<file path="config.mk">
export PLATFORM = sky130hd
export DESIGN_NAME = palette_lut
export DESIGN_NICKNAME = d
export VERILOG_FILES = /design/src/rtl/display_pkg.sv /design/src/rtl/palette_bank.sv /design/src/rtl/palette_lut.sv
export SDC_FILE = /design/constraint.sdc
export NUM_CORES = 1
export LEC_CHECK = 0
export CORE_ASPECT_RATIO = 0.75
export CORE_MARGIN = 1.5
export CORE_UTILIZATION = 60
export DETAILED_ROUTE_END_ITERATION = 8
export PLACE_DENSITY = 0.83
export SLEW_MARGIN = 20
export SYNTH_ARGS = -nofsm -noshare
export SYNTH_HDL_FRONTEND = slang
export SYNTH_SLANG_ARGS = --single-unit
</file>
<file path="constraint.sdc">
create_clock -name aClock -period 23.1 [get_ports aClock]
set_clock_uncertainty 0.15 [all_clocks]
set_input_delay 4.62 -clock aClock [delete_from_list [all_inputs] [get_ports aClock]]
set_output_delay 4.62 -clock aClock [all_outputs]
set_load 0.01 [all_outputs]
</file>
<file path="src/rtl/display_pkg.sv">
// Shared display-path types and the default palette.
// rgb_t is a packed {R,G,B} triple; default_mask gives the channels lit per default entry.
package display_pkg;

  localparam int COLOR_WIDTH = 8;
  localparam int RGB_WIDTH   = 3 * COLOR_WIDTH;

  typedef struct packed {
    logic [COLOR_WIDTH-1:0] r;
    logic [COLOR_WIDTH-1:0] g;
    logic [COLOR_WIDTH-1:0] b;
  } rgb_t;

  localparam rgb_t BLACK = '{r: '0, g: '0, b: '0};
  localparam rgb_t WHITE = '{r: '1, g: '1, b: '1};
  localparam rgb_t RED   = '{r: '1, g: '0, b: '0};
  localparam rgb_t GREEN = '{r: '0, g: '1, b: '0};
  localparam rgb_t BLUE  = '{r: '0, g: '0, b: '1};

  // {R,G,B} channel-on bits of the default entry; lets any
  // channel width expand the same palette.
  function automatic logic [2:0] default_mask(input int idx);
    logic [2:0] m;
    m = 3'b000;
    unique case (idx)
      1:       m = 3'b111;
      2:       m = 3'b100;
      3:       m = 3'b010;
      4:       m = 3'b001;
      default: m = 3'b000;
    endcase
    return m;
  endfunction

endpackage

</file>
<file path="src/rtl/palette_bank.sv">
// One palette bank: ENTRIES x 3*COLOR_WIDTH register file, async read.
// Ports: clk_i, rst_i (async high), we_i/waddr_i/wdata_i write, raddr_i/rdata_o read.
module palette_bank
  import display_pkg::*;
#(
  parameter int INDEX_WIDTH = 3,
  parameter int COLOR_WIDTH = 8
) (
  input  logic                     clk_i,
  input  logic                     rst_i,
  input  logic                     we_i,
  input  logic [INDEX_WIDTH-1:0]   waddr_i,
  input  logic [3*COLOR_WIDTH-1:0] wdata_i,
  input  logic [INDEX_WIDTH-1:0]   raddr_i,
  output logic [3*COLOR_WIDTH-1:0] rdata_o
);

  localparam int ENTRIES = 2 ** INDEX_WIDTH;
  localparam int EW      = 3 * COLOR_WIDTH;

  logic [EW-1:0] mem_q [ENTRIES];

  function automatic logic [EW-1:0] dflt(input int idx);
    logic [2:0]    m;
    logic [EW-1:0] e;
    m = default_mask(idx);
    e = '0;
    for (int c = 0; c < 3; c++)
      e[c*COLOR_WIDTH +: COLOR_WIDTH] = {COLOR_WIDTH{m[c]}};
    return e;
  endfunction

  always_ff @(posedge clk_i or posedge rst_i) begin
    if (rst_i) begin
      for (int i = 0; i < ENTRIES; i++)
        mem_q[i] <= dflt(i);
    end else if (we_i) begin
      mem_q[waddr_i] <= wdata_i;
    end
  end

  assign rdata_o = mem_q[raddr_i];

endmodule

</file>
<file path="src/rtl/palette_lut.sv">
// Index -> RGB lookup with double-buffered palette and 2-stage valid/ready pipe.
// Ports: host write/commit, frame start, index stream in, colour stream out.
module palette_lut
  import display_pkg::*;
#(
  parameter int INDEX_WIDTH = 3,
  parameter int COLOR_WIDTH = 8
) (
  input  logic                     aClock,
  input  logic                     aReset,
  input  logic                     aWriteEnable,
  input  logic [INDEX_WIDTH-1:0]   aWriteAddress,
  input  logic [3*COLOR_WIDTH-1:0] aWriteData,
  input  logic                     aCommit,
  input  logic                     aFrameStart,
  output logic                     anCommitPending,
  output logic                     anActiveBank,
  input  logic                     aInValid,
  input  logic [INDEX_WIDTH-1:0]   aInIndex,
  output logic                     anInReady,
  output logic                     anOutValid,
  input  logic                     anOutReady,
  output logic [COLOR_WIDTH-1:0]   anOutRed,
  output logic [COLOR_WIDTH-1:0]   anOutGreen,
  output logic [COLOR_WIDTH-1:0]   anOutBlue
);

  localparam int EW = 3 * COLOR_WIDTH;

  typedef enum logic {IDLE, PENDING} swap_t;

  swap_t state_q, state_d;
  logic  bank_q, bank_d;

  always_ff @(posedge aClock or posedge aReset) begin
    if (aReset) begin
      state_q <= IDLE;
      bank_q  <= 1'b0;
    end else begin
      state_q <= state_d;
      bank_q  <= bank_d;
    end
  end

  // A frame start in the commit cycle itself is too early:
  // the swap waits for the next one.
  always_comb begin
    state_d = state_q;
    bank_d  = bank_q;
    unique case (state_q)
      IDLE:
        if (aCommit) state_d = PENDING;
      PENDING:
        if (aFrameStart) begin
          state_d = IDLE;
          bank_d  = ~bank_q;
        end
      default: state_d = IDLE;
    endcase
  end

  assign anCommitPending = (state_q == PENDING);
  assign anActiveBank    = bank_q;

  logic [INDEX_WIDTH-1:0] idx1_q;
  logic                   v1_q, bsel1_q, v2_q;
  logic [EW-1:0]          rgb2_q, rd0, rd1, rd;
  logic                   en1, en2;

  // Writes go to the pre-edge shadow bank.
  palette_bank #(
    .INDEX_WIDTH (INDEX_WIDTH),
    .COLOR_WIDTH (COLOR_WIDTH)
  ) u_bank0 (
    .clk_i   (aClock),
    .rst_i   (aReset),
    .we_i    (aWriteEnable & bank_q),
    .waddr_i (aWriteAddress),
    .wdata_i (aWriteData),
    .raddr_i (idx1_q),
    .rdata_o (rd0)
  );

  palette_bank #(
    .INDEX_WIDTH (INDEX_WIDTH),
    .COLOR_WIDTH (COLOR_WIDTH)
  ) u_bank1 (
    .clk_i   (aClock),
    .rst_i   (aReset),
    .we_i    (aWriteEnable & ~bank_q),
    .waddr_i (aWriteAddress),
    .wdata_i (aWriteData),
    .raddr_i (idx1_q),
    .rdata_o (rd1)
  );

  assign rd  = bsel1_q ? rd1 : rd0;
  assign en2 = ~v2_q | anOutReady;
  assign en1 = ~v1_q | en2;

  always_ff @(posedge aClock or posedge aReset) begin
    if (aReset) begin
      v1_q    <= 1'b0;
      idx1_q  <= '0;
      bsel1_q <= 1'b0;
    end else if (en1) begin
      v1_q    <= aInValid;
      idx1_q  <= aInIndex;
      bsel1_q <= bank_q;
    end
  end

  // Colour only reloads on a real pixel; a bubble just drops valid.
  always_ff @(posedge aClock or posedge aReset) begin
    if (aReset) begin
      v2_q   <= 1'b0;
      rgb2_q <= '0;
    end else if (en2) begin
      v2_q <= v1_q;
      if (v1_q) rgb2_q <= rd;
    end
  end

  assign anInReady  = en1;
  assign anOutValid = v2_q;
  assign anOutRed   = rgb2_q[2*COLOR_WIDTH +: COLOR_WIDTH];
  assign anOutGreen = rgb2_q[COLOR_WIDTH +: COLOR_WIDTH];
  assign anOutBlue  = rgb2_q[0 +: COLOR_WIDTH];

endmodule
</file>
==> results of run 1 <==
## worst min path at each step
| stage | end | depth (start not counted) |
|---|---|---|
| finish | u_bank0.mem_q[129]$_DFFE_PP0P_ | 1 |
| global route | u_bank0.mem_q[135]$_DFFE_PP0P_ | 1 |
| CTS | u_bank0.mem_q[131]$_DFFE_PP0P_ | 1 |
| detailed placement | u_bank0.mem_q[131]$_DFFE_PP0P_ | 1 |
| global placement | u_bank0.mem_q[133]$_DFFE_PP0P_ | 1 |
| floorplan | u_bank0.mem_q[121]$_DFFE_PP0P_ | 1 |
## where the power goes
| group | switching, uW | internal, uW |
|---|---|---|
| logic | 230 | 503 |
| registers | 221 | 1140 |
| clock network | 272 | 392 |
## registers in the layout, indices dropped and copies added (netlist names)
register and flops:
u_bank0.mem_q 192, bsel1_q 1, v1_q 1, idx1_q 3
anOutValid 1, anActiveBank 1, anCommitPending 1, rgb2_q 24
u_bank1.mem_q 192
## synth_stat cells
library cell and count:
o21ai_0 6, mux2_2 356, dfrtp_1 320, or2_2 1
o2bb2ai_1 1, nor2b_1 2, a2111oi_0 1, nor3b_2 1
a21o_1 1, mux2i_1 49, nand2_1 4, nor2_1 4
or3_1 1, nor4_1 1, clkbuf_1 35, mux4_2 94
buf_4 5, xnor2_1 1, buf_6 10, nor2_2 6
inv_1 2, dfstp_2 96, mux2_1 14, nand3_1 3
nor3b_1 2, nand2b_1 8, nand3b_1 3, a2bb2oi_1 23
o21ai_1 17, a31oi_1 1, mux2_4 20, buf_2 46
nand3b_4 1
## worst max-delay path: stages
cell and delay, ps:
clkdlybuf4s50_1 490, nand3b_1 260, clkdlybuf4s50_1 590
## cells in the final DEF (no fill, tap or decap), types with 14 or more instances in the layout
master	instances
mux2_2	356
dfrtp_1	317
dfstp_2	96
mux4_2	94
clkdlybuf4s50_1	64
mux2i_1	49
clkbuf_16	41
a2bb2oi_1	23
mux2_4	20
o21ai_1	17
mux2_1	14
## routing by layer
layer,vias up,wire length (microns),GRT usage (%)
met1,5494,18800,39.4
met5,-,0,0
met4,0,552,5.14
met3,50,1860,5.30
li1,4256,-,-
met2,195,19400,41.9
## area by class of cell
| type | count | area (sq um) | area share [%] |
|---|---|---|---|
| tap | 399 | 499 | 2.39 |
| clock inverter | 7 | 116 | 0.557 |
| inverter | 2 | 15.0 | 0.0718 |
| clock buffer | 63 | 1210 | 5.78 |
| timing repair buffer | 77 | 791 | 3.78 |
| sequential | 416 | 10500 | 50.4 |
| antenna | 1 | 2.50 | 0.0120 |
| multi-input combinational | 621 | 7730 | 37.0 |
## cell families after synthesis
| logic type | Yosys count | share of synthesized area [%] |
|---|---|---|
| buf+inv | 98 | 2.77 |
| compound gates | 50 | 1.86 |
| mux | 533 | 37.8 |
| simple gates | 37 | 1.25 |
| xor+xnor | 1 | 0.0468 |
| flops | 416 | 56.3 |
## through the flow
stage / setup WS, ps / std cells / hold slack [ps] / util, % / area [sq um]
6_report: 12370 / 1586 / 338 / 68.7 / 20900
5_1_grt: 12290 / 1585 / 356 / 68.7 / 20900
4_1_cts: 12360 / 1583 / 341 / 68.5 / 20900
3_5_place_dp: 12390 / 1513 / 328 / 64.2 / 19500
3_3_place_gp: 12410 / 1513 / 320 / 64.2 / 19500
2_1_floorplan: 6910 / 1135 / 309 / - / 18700
==> results.md, run 1 <==
* Worst setup startpoint: anOutReady
* Cells after Synth at 1135
* Area contributors post-synth: dfrtp_1 (43%), mux2_2 (21%), dfstp_2 (13%)
* Fin crit period at 10730 ps
* Worst path arrival time at 5960 ps
* Top-area cell type share of the netlist area at 42.8%
* Yosys warnings at 0
* Power Total at 2750 uW
* Startpoint types: primary input
* Status: complete, no violations
* Crit Path Category: primary input to primary output
* CP required at ~18000 ps
* Antenna violations before repair at 2
* GRT Overall Usage at 26.7%
* DPL Wire Length at 21200 microns
* TritonCTS buffer count at 39
* P&R area growth vs syn at 11.7%
* Synth cell types at 33
* Row count at 55
* Leakage at 0.00871 uW
* Largest net degree at the start of global routing at 154
* I/O Pins at 65
* Post-CTS setup buffers at 0
* Layout cells sized above 1 at 55.5%
* Clock Latency Late Sink at 540 ps
* Endpoints failing hold at 0
* Register area share after synthesis at around 56%
* Setup TNS at 0 ps
* Die ar. at between 30000 and 40000 sq um
* IO buf count at 64
* Max cap viols at 0
* CTS tree: built
* Initial core utilization at 61.5%
* Period utilization at 46.5%
* Max FO, Critical Path at 6
* Slew margin rel. at 20.2%
* Nets at 1194
* Hold Startpoint: u_bank0.mem_q[129]$_DFFE_PP0P_
* Hold Crit Class: flip-flop to flip-flop
* Antenna Violating Nets Remaining at 0
* Clk sinks at 416
* Worst-margin pin slew at 1190 ps
* Core area at 30400 sq um
* Die Width at 207 microns
* Syn Std Cell Area at 18700 sq um
* Max Slew Vio Count at 0
* Endpoint of the worst setup timing path: anInReady
* Drt drc at 0
* RR Startpoint: idx1_q[0]$_DFFE_PP0P_
* WL/cell at 25.6 microns
* Wire length of the first global-routing pass at 64400 microns
* Peak supply drop at 0.0899 mV
* Die height at 156 microns
* DR vias/cell at 6.30
* Layout fillers at 2045
* Worst R2R Setup Slack at a little under 20000 ps
* Clock-pin slew on the worst setup and hold paths at about 60 ps
* Hold buffer count at CTS at 0
* Clk buf depth at 3
* Drt first pass iters at 5
* Crit path capture type: primary output
* Initial drt markers at 598
* Total number of vias at 9995
* Drt total wl at 40600 microns
* Synth Register Bits at 416
* Pwr/cell area at 132 nW/um^2
* Setup violations, final at 0
* Fmax at 93.2 MHz
* Grt ovf at 0
* Root Buffer: clkbuf_16
* H-tree levels at 2
* Cell taking the most area after synthesis: dfrtp_1
* GPL Wtd Cong at 0.690
* RR Endpoint: rgb2_q[12]$_DFFE_PP0P_
* Avg Synthesized Cell Area at 16.5 sq um
* Post-CTS Resized at 0
* RSZ-0062 raised after global routing: no
* Net Count, Synth at about 1200
* Vias in the first global route at 10900
* Worst Reg-to-Reg Cells at 5
Power figures use the tool's default switching activity.
==> inputs of run 2 (changes only) <==
- CORE_UTILIZATION: 60 -> 55
- PLACE_DENSITY: 0.83 -> 0.81
- clock period: 23.1 -> 8.7 ns (I/O delays scaled with it)
==> run 2 against run 1 <==
Net effect: final cell count rose by 3.6%; clock-buffer cell count fell by 2; via count rose by 1.4%; register-to-register slack got worse by 14000 ps; core utilization fell by 6.0 points; total power rose to 2.7 times the previous value; worst setup slack got worse by 8600 ps.
==> results.md, run 2 (synthesized netlist as in run 1, its figures left out) <==
* Status: complete, no violations (unchanged)
* Vias in the first global route at 10900 (about the same)
* DR vias/cell at 6.17 (was 6.30)
* Total number of vias at 10100 (was 9995)
* Row count at 58 (was 55)
* Antenna violations before repair at 1 (was 2)
* I/O Pins at 65 (unchanged)
* Clk sinks at 416 (unchanged)
* Clock network fraction of total power at 24.3% (was 24.1%)
* GPL Wtd Cong at 0.715 (was 0.690)
* Fin crit period at ~4900 ps
* Startpoint types: primary input (unchanged)
* Clock-pin slew on the worst setup and hold paths at 60 ps (about the same)
* Worst-margin pin slew at 1150 ps (was 1190 ps)
* Endpoints failing hold at 0 (unchanged)
* Drt first pass iters at 5 (unchanged)
* Power Total at 7310 uW (was 2750 uW)
* Slew margin rel. at 23.1% (was 20.2%)
* Max cap viols at 0 (unchanged)
* Drt drc at 0 (unchanged)
* Sw Ratio at 26.1% (was 26.3%)
* P&R area growth vs syn at 12.4% (was 11.7%)
* CP Cell Sequence: clkdlybuf4s50_1 -> nand3b_1 -> clkdlybuf4s50_1 (unchanged)
* Post-CTS setup buffers at 0 (unchanged)
* Largest stage delay, worst path at 600 ps (was 590 ps)
* Wire length of the first global-routing pass at 64300 microns (was 64400 microns)
* RSZ-0062 raised after global routing: no (unchanged)
* Setup TNS at 0 ps (unchanged)
* CTS tree: built (unchanged)
* Internal at 5400 uW (was 2030 uW)
* Top flop regs: u_bank0.mem_q: 192 flops, u_bank1.mem_q: 192 flops, rgb2_q: 24 flops (unchanged)
* DPL Wire Length at 21300 microns (was 21200 microns)
* Max Slew Vio Count at 0 (unchanged)
* Hold Crit Class: flip-flop to flip-flop (unchanged)
* Post-CTS Resized at 0 (unchanged)
* Crit path capture type: primary output (unchanged)
* Clock Latency Late Sink at 540 ps (about the same)
* Hold buffer count at CTS at 0 (unchanged)
* Initial core utilization at 55.8% (was 61.5%)
* Die Width at 216 microns (was 207 microns)
* Final Non-Filler Cells at 1643 (was 1586)
* Antenna Violating Nets Remaining at 0 (unchanged)
* IO buf count at 64 (unchanged)
* Nets at 1199 (was 1194)
* Die height at 163 microns (was 156 microns)
* H-tree levels at 2 (unchanged)
* Worst Reg-to-Reg Cells at 5 (unchanged)
* Setup violations, final at 0 (unchanged)
* Period utilization at a little under three fifths
* Placed instance count at 1566 (was 1513)
* Commonest non-fill, non-tap cell in the layout: mux2_2 (unchanged)
* Crit Path Category: primary input to primary output (unchanged)
* CP max-delay cell: clkdlybuf4s50_1 (unchanged)
* GRT Overall Usage at 24.1% (was 26.7%)
* Peak supply drop at 0.205 mV (was 0.0899 mV)
* WL/cell at 24.7 microns (was 25.6 microns)
* Fmax at 203 MHz
* Root Buffer: clkbuf_16 (unchanged)
* Die ar. at 35200 sq um (was 32300 sq um)
* Most frequent cells in the layout: mux2_2 (356), dfrtp_1 (317), dfstp_2 (96) (unchanged)
* Seq pwr share at 49.0% (was 49.3%)
* Grt ovf at 0 (unchanged)
* Max FO, Critical Path at 6 (unchanged)
* Logic pwr share at 26.7% (was 26.6%)
* Core area at 33500 sq um (was 30400 sq um)
* Worst path arrival time at 3040 ps (was 5960 ps)
* Initial drt markers at 706 (was 598)
* TritonCTS buffer count at 40 (was 39)
* Most used cell along the critical path: clkdlybuf4s50_1 (unchanged)
* Layout cells sized above 1 at 56.0% (was 55.5%)
* Pwr/cell area at 347 nW/um^2 (was 132 nW/um^2)
* Worst hold stages at 1 (unchanged)
* Clk buf depth at 3 (unchanged)
* CP required at 6810 ps (was 18330 ps)
* NetSw at 1910 uW (was 724 uW)
* Drt total wl at 40600 microns (about the same)
* Largest net degree at the start of global routing at 120 (was 154)
* Leakage at 0.00876 uW (was 0.00871 uW)
## run 2: changes by cell type in the layout (fill, tap and decap cells not counted)
cell      change
clkbuf_1      -3
buf_4         +2
buf_12        +2
clkbuf_8      +1
clkinv_4      -1
clkinv_2      +6
inv_8         -1
## run 2: path summary, 6_finish.rpt
| path | slack [ps] | from | endpoint |
|---|---|---|---|
| max in group asynchronous | 5270 | aReset | u_bank1.mem_q[185]$_DFFE_PP0P_ |
| setup reg to reg | 5590 | idx1_q[1]$_DFFE_PP0P_ | rgb2_q[10]$_DFFE_PP0P_ |
| setup / recovery | 3770 | anOutReady | anInReady |
| hold / removal | 330 | u_bank0.mem_q[131]$_DFFE_PP0P_ | u_bank0.mem_q[131]$_DFFE_PP0P_ |
| hold reg to reg | 330 | u_bank0.mem_q[131]$_DFFE_PP0P_ | u_bank0.mem_q[131]$_DFFE_PP0P_ |
| min in group asynchronous | 1420 | aReset | u_bank1.mem_q[69]$_DFFE_PP0P_ |
## run 2: critical path: cells and delay by family
family                 cells  cell delay (ps)
buffers and inverters      2             1060
AND/OR/NAND/NOR            1              240
## run 2: layer usage
| layer | part of all wire [%] | up-vias | GRT usage, % | routed length, microns |
|---|---|---|---|---|
| li1 | - | 4286 | - | - |
| met1 | 46 | 5575 | 35.4 | 18800 |
| met2 | 48 | 227 | 38.4 | 19300 |
| met3 | 4.7 | 45 | 3.51 | 1930 |
| met4 | 1.4 | 0 | 5.40 | 576 |
| met5 | 0 | - | 0 | 0 |
## run 2: power groups by stage
stage / combinational (uW) / clock, uW / sequential (uW)
2_1_floorplan: 1650 / 0 / 3370
3_3_place_gp: 1870 / 0 / 3540
3_5_place_dp: 1960 / 0 / 3600
4_1_cts: 1970 / 1810 / 3580
5_1_grt: 2110 / 1880 / 3700
6_report: 1950 / 1780 / 3580
## run 2: layout make-up
type	instances	area, sq um
antenna	1	2.50
clock buffer	61	1210
clock inverter	11	130
fill	2420	12500
inverter	2	11.3
multi-input combinational	621	7730
sequential	416	10500
tap	450	563
timing repair buffer	81	846
## run 2: metrics by stage
stage               setup WS [ps]  util (%)  hold WS (ps)  instance area (sq um)
floorplan                    1280         -           309                  18700
global placement             3780      58.5           318                  19600
detailed placement           3780      58.5           325                  19600
CTS                          3780      62.5           340                  20900
global route                 3710      62.7           346                  21000
finish                       3770      62.8           334                  21000
==> variant 1: new RTL, config.mk and constraints of run 2 <==
`INDEX_WIDTH` is set to 3 in 2 places; all go to 2.
--- a/src/rtl/palette_bank.sv
+++ b/src/rtl/palette_bank.sv
@@ -4,5 +4,5 @@
   import display_pkg::*;
 #(
-  parameter int INDEX_WIDTH = 3,
+  parameter int INDEX_WIDTH = 2,
   parameter int COLOR_WIDTH = 8
 ) (
--- a/src/rtl/palette_lut.sv
+++ b/src/rtl/palette_lut.sv
@@ -4,5 +4,5 @@
   import display_pkg::*;
 #(
-  parameter int INDEX_WIDTH = 3,
+  parameter int INDEX_WIDTH = 2,
   parameter int COLOR_WIDTH = 8
 ) (
Interface: changed (resized aInIndex and aWriteAddress); port bits go from 65 to 63. The function was not compared with the original's and may differ.
==> variant 1 against run 2 <==
- area after synthesis is 46% lower
- worst setup slack worse by 0.30 ns
- final area is 45% lower
- power is 43% lower
- routed wire length is 44% lower
- worst hold slack better by 0.0085 ns
- non-clock buffer count is 3 lower
- sequential cell count is 193 lower
- sequential power is 45% lower
- final cell count is 39% lower
- critical path type unchanged
- largest cell class unchanged
==> variant 1: results (changes against run 2) <==
status completed; CTS buffer count 22 (-45%); R2R cell count 4 (-1); crit path max fanout 27 (+21); Regs by FF count u_bank0.mem_q x96, u_bank1.mem_q x96, rgb2_q x24; Final #Nets 772 (-36%); LEAKAGE 0.00484 uW (-45%); routability cong. 0.756 (+5.7%); ant diodes 0 (-1); Arr. time, crit path 3.33 ns (+0.29 ns); first-pass GRT wire length 36.4 mm (-43%); Slowest-stage cell, CP clkdlybuf4s50_1; Initial DRC Count 404 (-43%); H-tree depth 1 (-1); fill count 1306 (-46%); root buf cell clkbuf_16; vias in the first global route 6736 (-38%); post-DP HPWL 13.2 mm (-38%); Tightest Pin Transition 0.923 ns (-0.228 ns); clock latency on the worst-skew pair 0.50 ns (-0.04 ns); largest cells by area after synthesis dfrtp_1 36%, mux2_2 27%, dfstp_2 21%; post-synth net total 719 (-39%); Seq/Total Area, Yosys 56.5% (+0.20 points); largest net degree at the start of global routing 154 (+28%); routed wire length 22.7 mm (-44%); placed inst area 0.0108 mm2 (-45%); Largest stage delay, worst path 0.53 ns (-0.07 ns); VDD IR max 0.192 mV (-6.3%); Vias/cell 6.10 (-1.1%); most frequent cells after synthesis 242 x mux2_2, 143 x dfrtp_1, 80 x dfstp_2, 49 x mux2i_1; Port Buffers 62 (-3.1%); gr usage total 24.5% (+0.47 points); synth unique cells 27 (-18%); share of layout cells above drive strength 1 51.4% (-4.6 points)
-- variant 1: layer usage --
metal	global-route usage [%]	vias to the layer above	part of all wire, %
met5	0	-	0
met4	7.02	0	2.4
met3	3.91	53	5.1
met2	42.1	168	49
met1	32.4	3202	43
li1	-	2649	-
-- variant 1: final cells by class --
type / count / share of cell area (%)
clock buffer: 36 / 6.16
clock inverter: 4 / 0.388
inverter: 3 / 0.205
multi-input combinational: 409 / 35.2
sequential: 223 / 49.0
tap: 242 / 2.61
timing repair buffer: 78 / 6.39
-- variant 1: final timing paths --
kind	from	to	slack, ns
min reg2reg	anCommitPending$_DFF_PP0_	anCommitPending$_DFF_PP0_	0.34
max in group asynchronous	aReset	u_bank0.mem_q[1]$_DFFE_PP0P_	5.35
max	anOutReady	anInReady	3.48
min	anCommitPending$_DFF_PP0_	anCommitPending$_DFF_PP0_	0.34
min in group asynchronous	aReset	u_bank0.mem_q[91]$_DFFE_PP0P_	1.63
max reg2reg	idx1_q[0]$_DFFE_PP0P_	rgb2_q[11]$_DFFE_PP0P_	6.00
-- variant 1: kinds of logic after synthesis --
group                     count (synthesis)  synth area share, %
AOI/OAI and AO/OA                        96                 6.57
xor gates and xnor gates                  1               0.0871
buffers and inverters                    52                 3.02
DFF                                     223                 56.5
muxes                                   292                 32.1
and+or+nand+nor                          20                 1.78
-- variant 1: metrics by stage --
stage	hold slack, ns	utilization, %	setup WS [ns]	std cells
2_1_floorplan	0.304	-	0.836	684
3_3_place_gp	0.316	61.0	3.48	955
3_5_place_dp	0.339	61.0	3.46	955
4_1_cts	0.346	65.3	3.46	995
5_1_grt	0.363	65.3	3.40	995
6_report	0.343	65.3	3.48	995
-- variant 1: power breakdown --
| part | switching (uW) | internal (uW) |
|---|---|---|
| combinational | 488 | 728 |
| clock | 384 | 589 |
| sequential | 295 | 1680 |
==> variant 2: new RTL, settings of run 2 <==
Without the edit above. Reset style: synchronous (`aReset` and `rst_i`), changed in 4 clocked blocks. Comments in the files are not updated.
--- a/src/rtl/palette_bank.sv
+++ b/src/rtl/palette_bank.sv
@@ -31,5 +31,5 @@
   endfunction
 
-  always_ff @(posedge clk_i or posedge rst_i) begin
+  always_ff @(posedge clk_i) begin
     if (rst_i) begin
       for (int i = 0; i < ENTRIES; i++)
--- a/src/rtl/palette_lut.sv
+++ b/src/rtl/palette_lut.sv
@@ -33,5 +33,5 @@
   logic  bank_q, bank_d;
 
-  always_ff @(posedge aClock or posedge aReset) begin
+  always_ff @(posedge aClock) begin
     if (aReset) begin
       state_q <= IDLE;
@@ -99,5 +99,5 @@
   assign en1 = ~v1_q | en2;
 
-  always_ff @(posedge aClock or posedge aReset) begin
+  always_ff @(posedge aClock) begin
     if (aReset) begin
       v1_q    <= 1'b0;
@@ -112,5 +112,5 @@
 
   // Colour only reloads on a real pixel; a bubble just drops valid.
-  always_ff @(posedge aClock or posedge aReset) begin
+  always_ff @(posedge aClock) begin
     if (aReset) begin
       v2_q   <= 1'b0;
Formal check against the unedited RTL: differs if aReset is asserted again (counterexample within 4 cycles, from zero or initial values and one cycle with aReset high); with aReset held inactive, the same outputs for 4 cycles.
==> variant 2 against run 2 <==
- routed wire length increased by 12%
- area after synthesis down 0.50%
- die area is 0.50% lower
- worst setup slack worse by 0.53 ns
- critical path depth up 1
- non-clock buffer count decreased by 2
- sequential cell count up 3
- largest cell class unchanged
- final area shrank 0.90%
- critical path type unchanged
Power is not compared: it rests on default switching activity, and its combinational part moved more than twofold at a synthesized area within 25%.
==> variant 2: results (changes against run 2) <==
Post-Layout Cell Count 1729 (+5.2%); Synth Instances 1228 (+8.2%); status completed; initial antenna violation count 4 (+3); Slew HR 29.8% (+6.7 points); Async S/R FF share, synth 0% (-100 points); Seq/Total Area, Yosys 65.7% (+9.4 points); largest net degree at the start of global routing 58 (-52%); synth unique cells 41 (+24%); total number of vias 10500 (+3.3%); first-pass GRT wire length 66.7 mm (+3.7%); Initial DRC Count 1399 (+98%); placed inst area 0.0195 mm2 (-0.33%); largest cells by area after synthesis edfxtp_1 62%, and2_1 9.7%, mux4_2 8.7%; gr usage total 26.4% (+2.3 points); Slowest-stage cell, CP nor2b_1; share of layout cells above drive strength 1 17.2% (-39 points); routability cong. 0.848 (+19%); most frequent cells after synthesis 384 x edfxtp_1, 288 x and2_1, 74 x mux2i_1, 72 x mux4_2, 69 x clkbuf_1; Worst R2R End rgb2_q[2]$_SDFFE_PP0P_; crit path max fanout 10 (+4); R2R cell count 6 (+1); routed wire length 45.4 mm (+12%); Reg area 0.0122 mm2 (+16%); Reg2Reg Setup Slack 5.23 ns (-0.36 ns); Top FF cell, synth edfxtp_1; Arr. time, crit path 3.57 ns (+0.53 ns)
[variant 2: cell type report]
type	count	share of cell area, %
inverter	1	0.0180
tap	450	2.70
multi-input combinational	707	28.7
timing repair buffer	79	3.61
antenna	1	0.0120
clock buffer	53	5.42
sequential	419	58.7
clock inverter	19	0.822
[variant 2: power by group through the flow]
stage	sequential [uW]	clock (uW)	combinational (uW)
after CTS	2310	1760	305
after global placement	2350	0	298
after detailed placement	2350	0	303
final	2310	1750	306
after floorplan	2330	0	183
after global routing	2310	1830	322
[variant 2: worst min path at each step]
stage / startpoint / end / slack, ns / cells after the start
after floorplan: idx1_q[2]$_SDFFE_PP0N_ / register / 0.29 / 2
after global placement: idx1_q[2]$_SDFFE_PP0N_ / idx1_q[2]$_SDFFE_PP0N_ / 0.30 / 2
after detailed placement: idx1_q[1]$_SDFFE_PP0N_ / register / 0.32 / 2
after CTS: idx1_q[1]$_SDFFE_PP0N_ / register / 0.34 / 2
after global routing: idx1_q[2]$_SDFFE_PP0N_ / idx1_q[2]$_SDFFE_PP0N_ / 0.35 / 2
final: idx1_q[1]$_SDFFE_PP0N_ / register / 0.34 / 2
[variant 2: critical path: cells and delay by family]
family        cells  cell delay, ns
buf+inv           2            0.95
simple gates      2            0.87
[variant 2: kinds of logic after synthesis]
group / Yosys count / share of synthesized area [%]
compound gates: 70 / 2.69
xor+xnor: 1 / 0.0470
buf+inv: 102 / 2.53
flops: 419 / 65.7
mux: 146 / 12.7
simple gates: 490 / 16.4
[variant 2: metal layers]
metal	vias to the layer above	GRT usage (%)	routed length, um
met2	557	39.1	20200
met3	68	6.07	5260
li1	4527	-	-
met5	-	0	9
met4	2	7.18	1070
met1	5316	39.7	18900
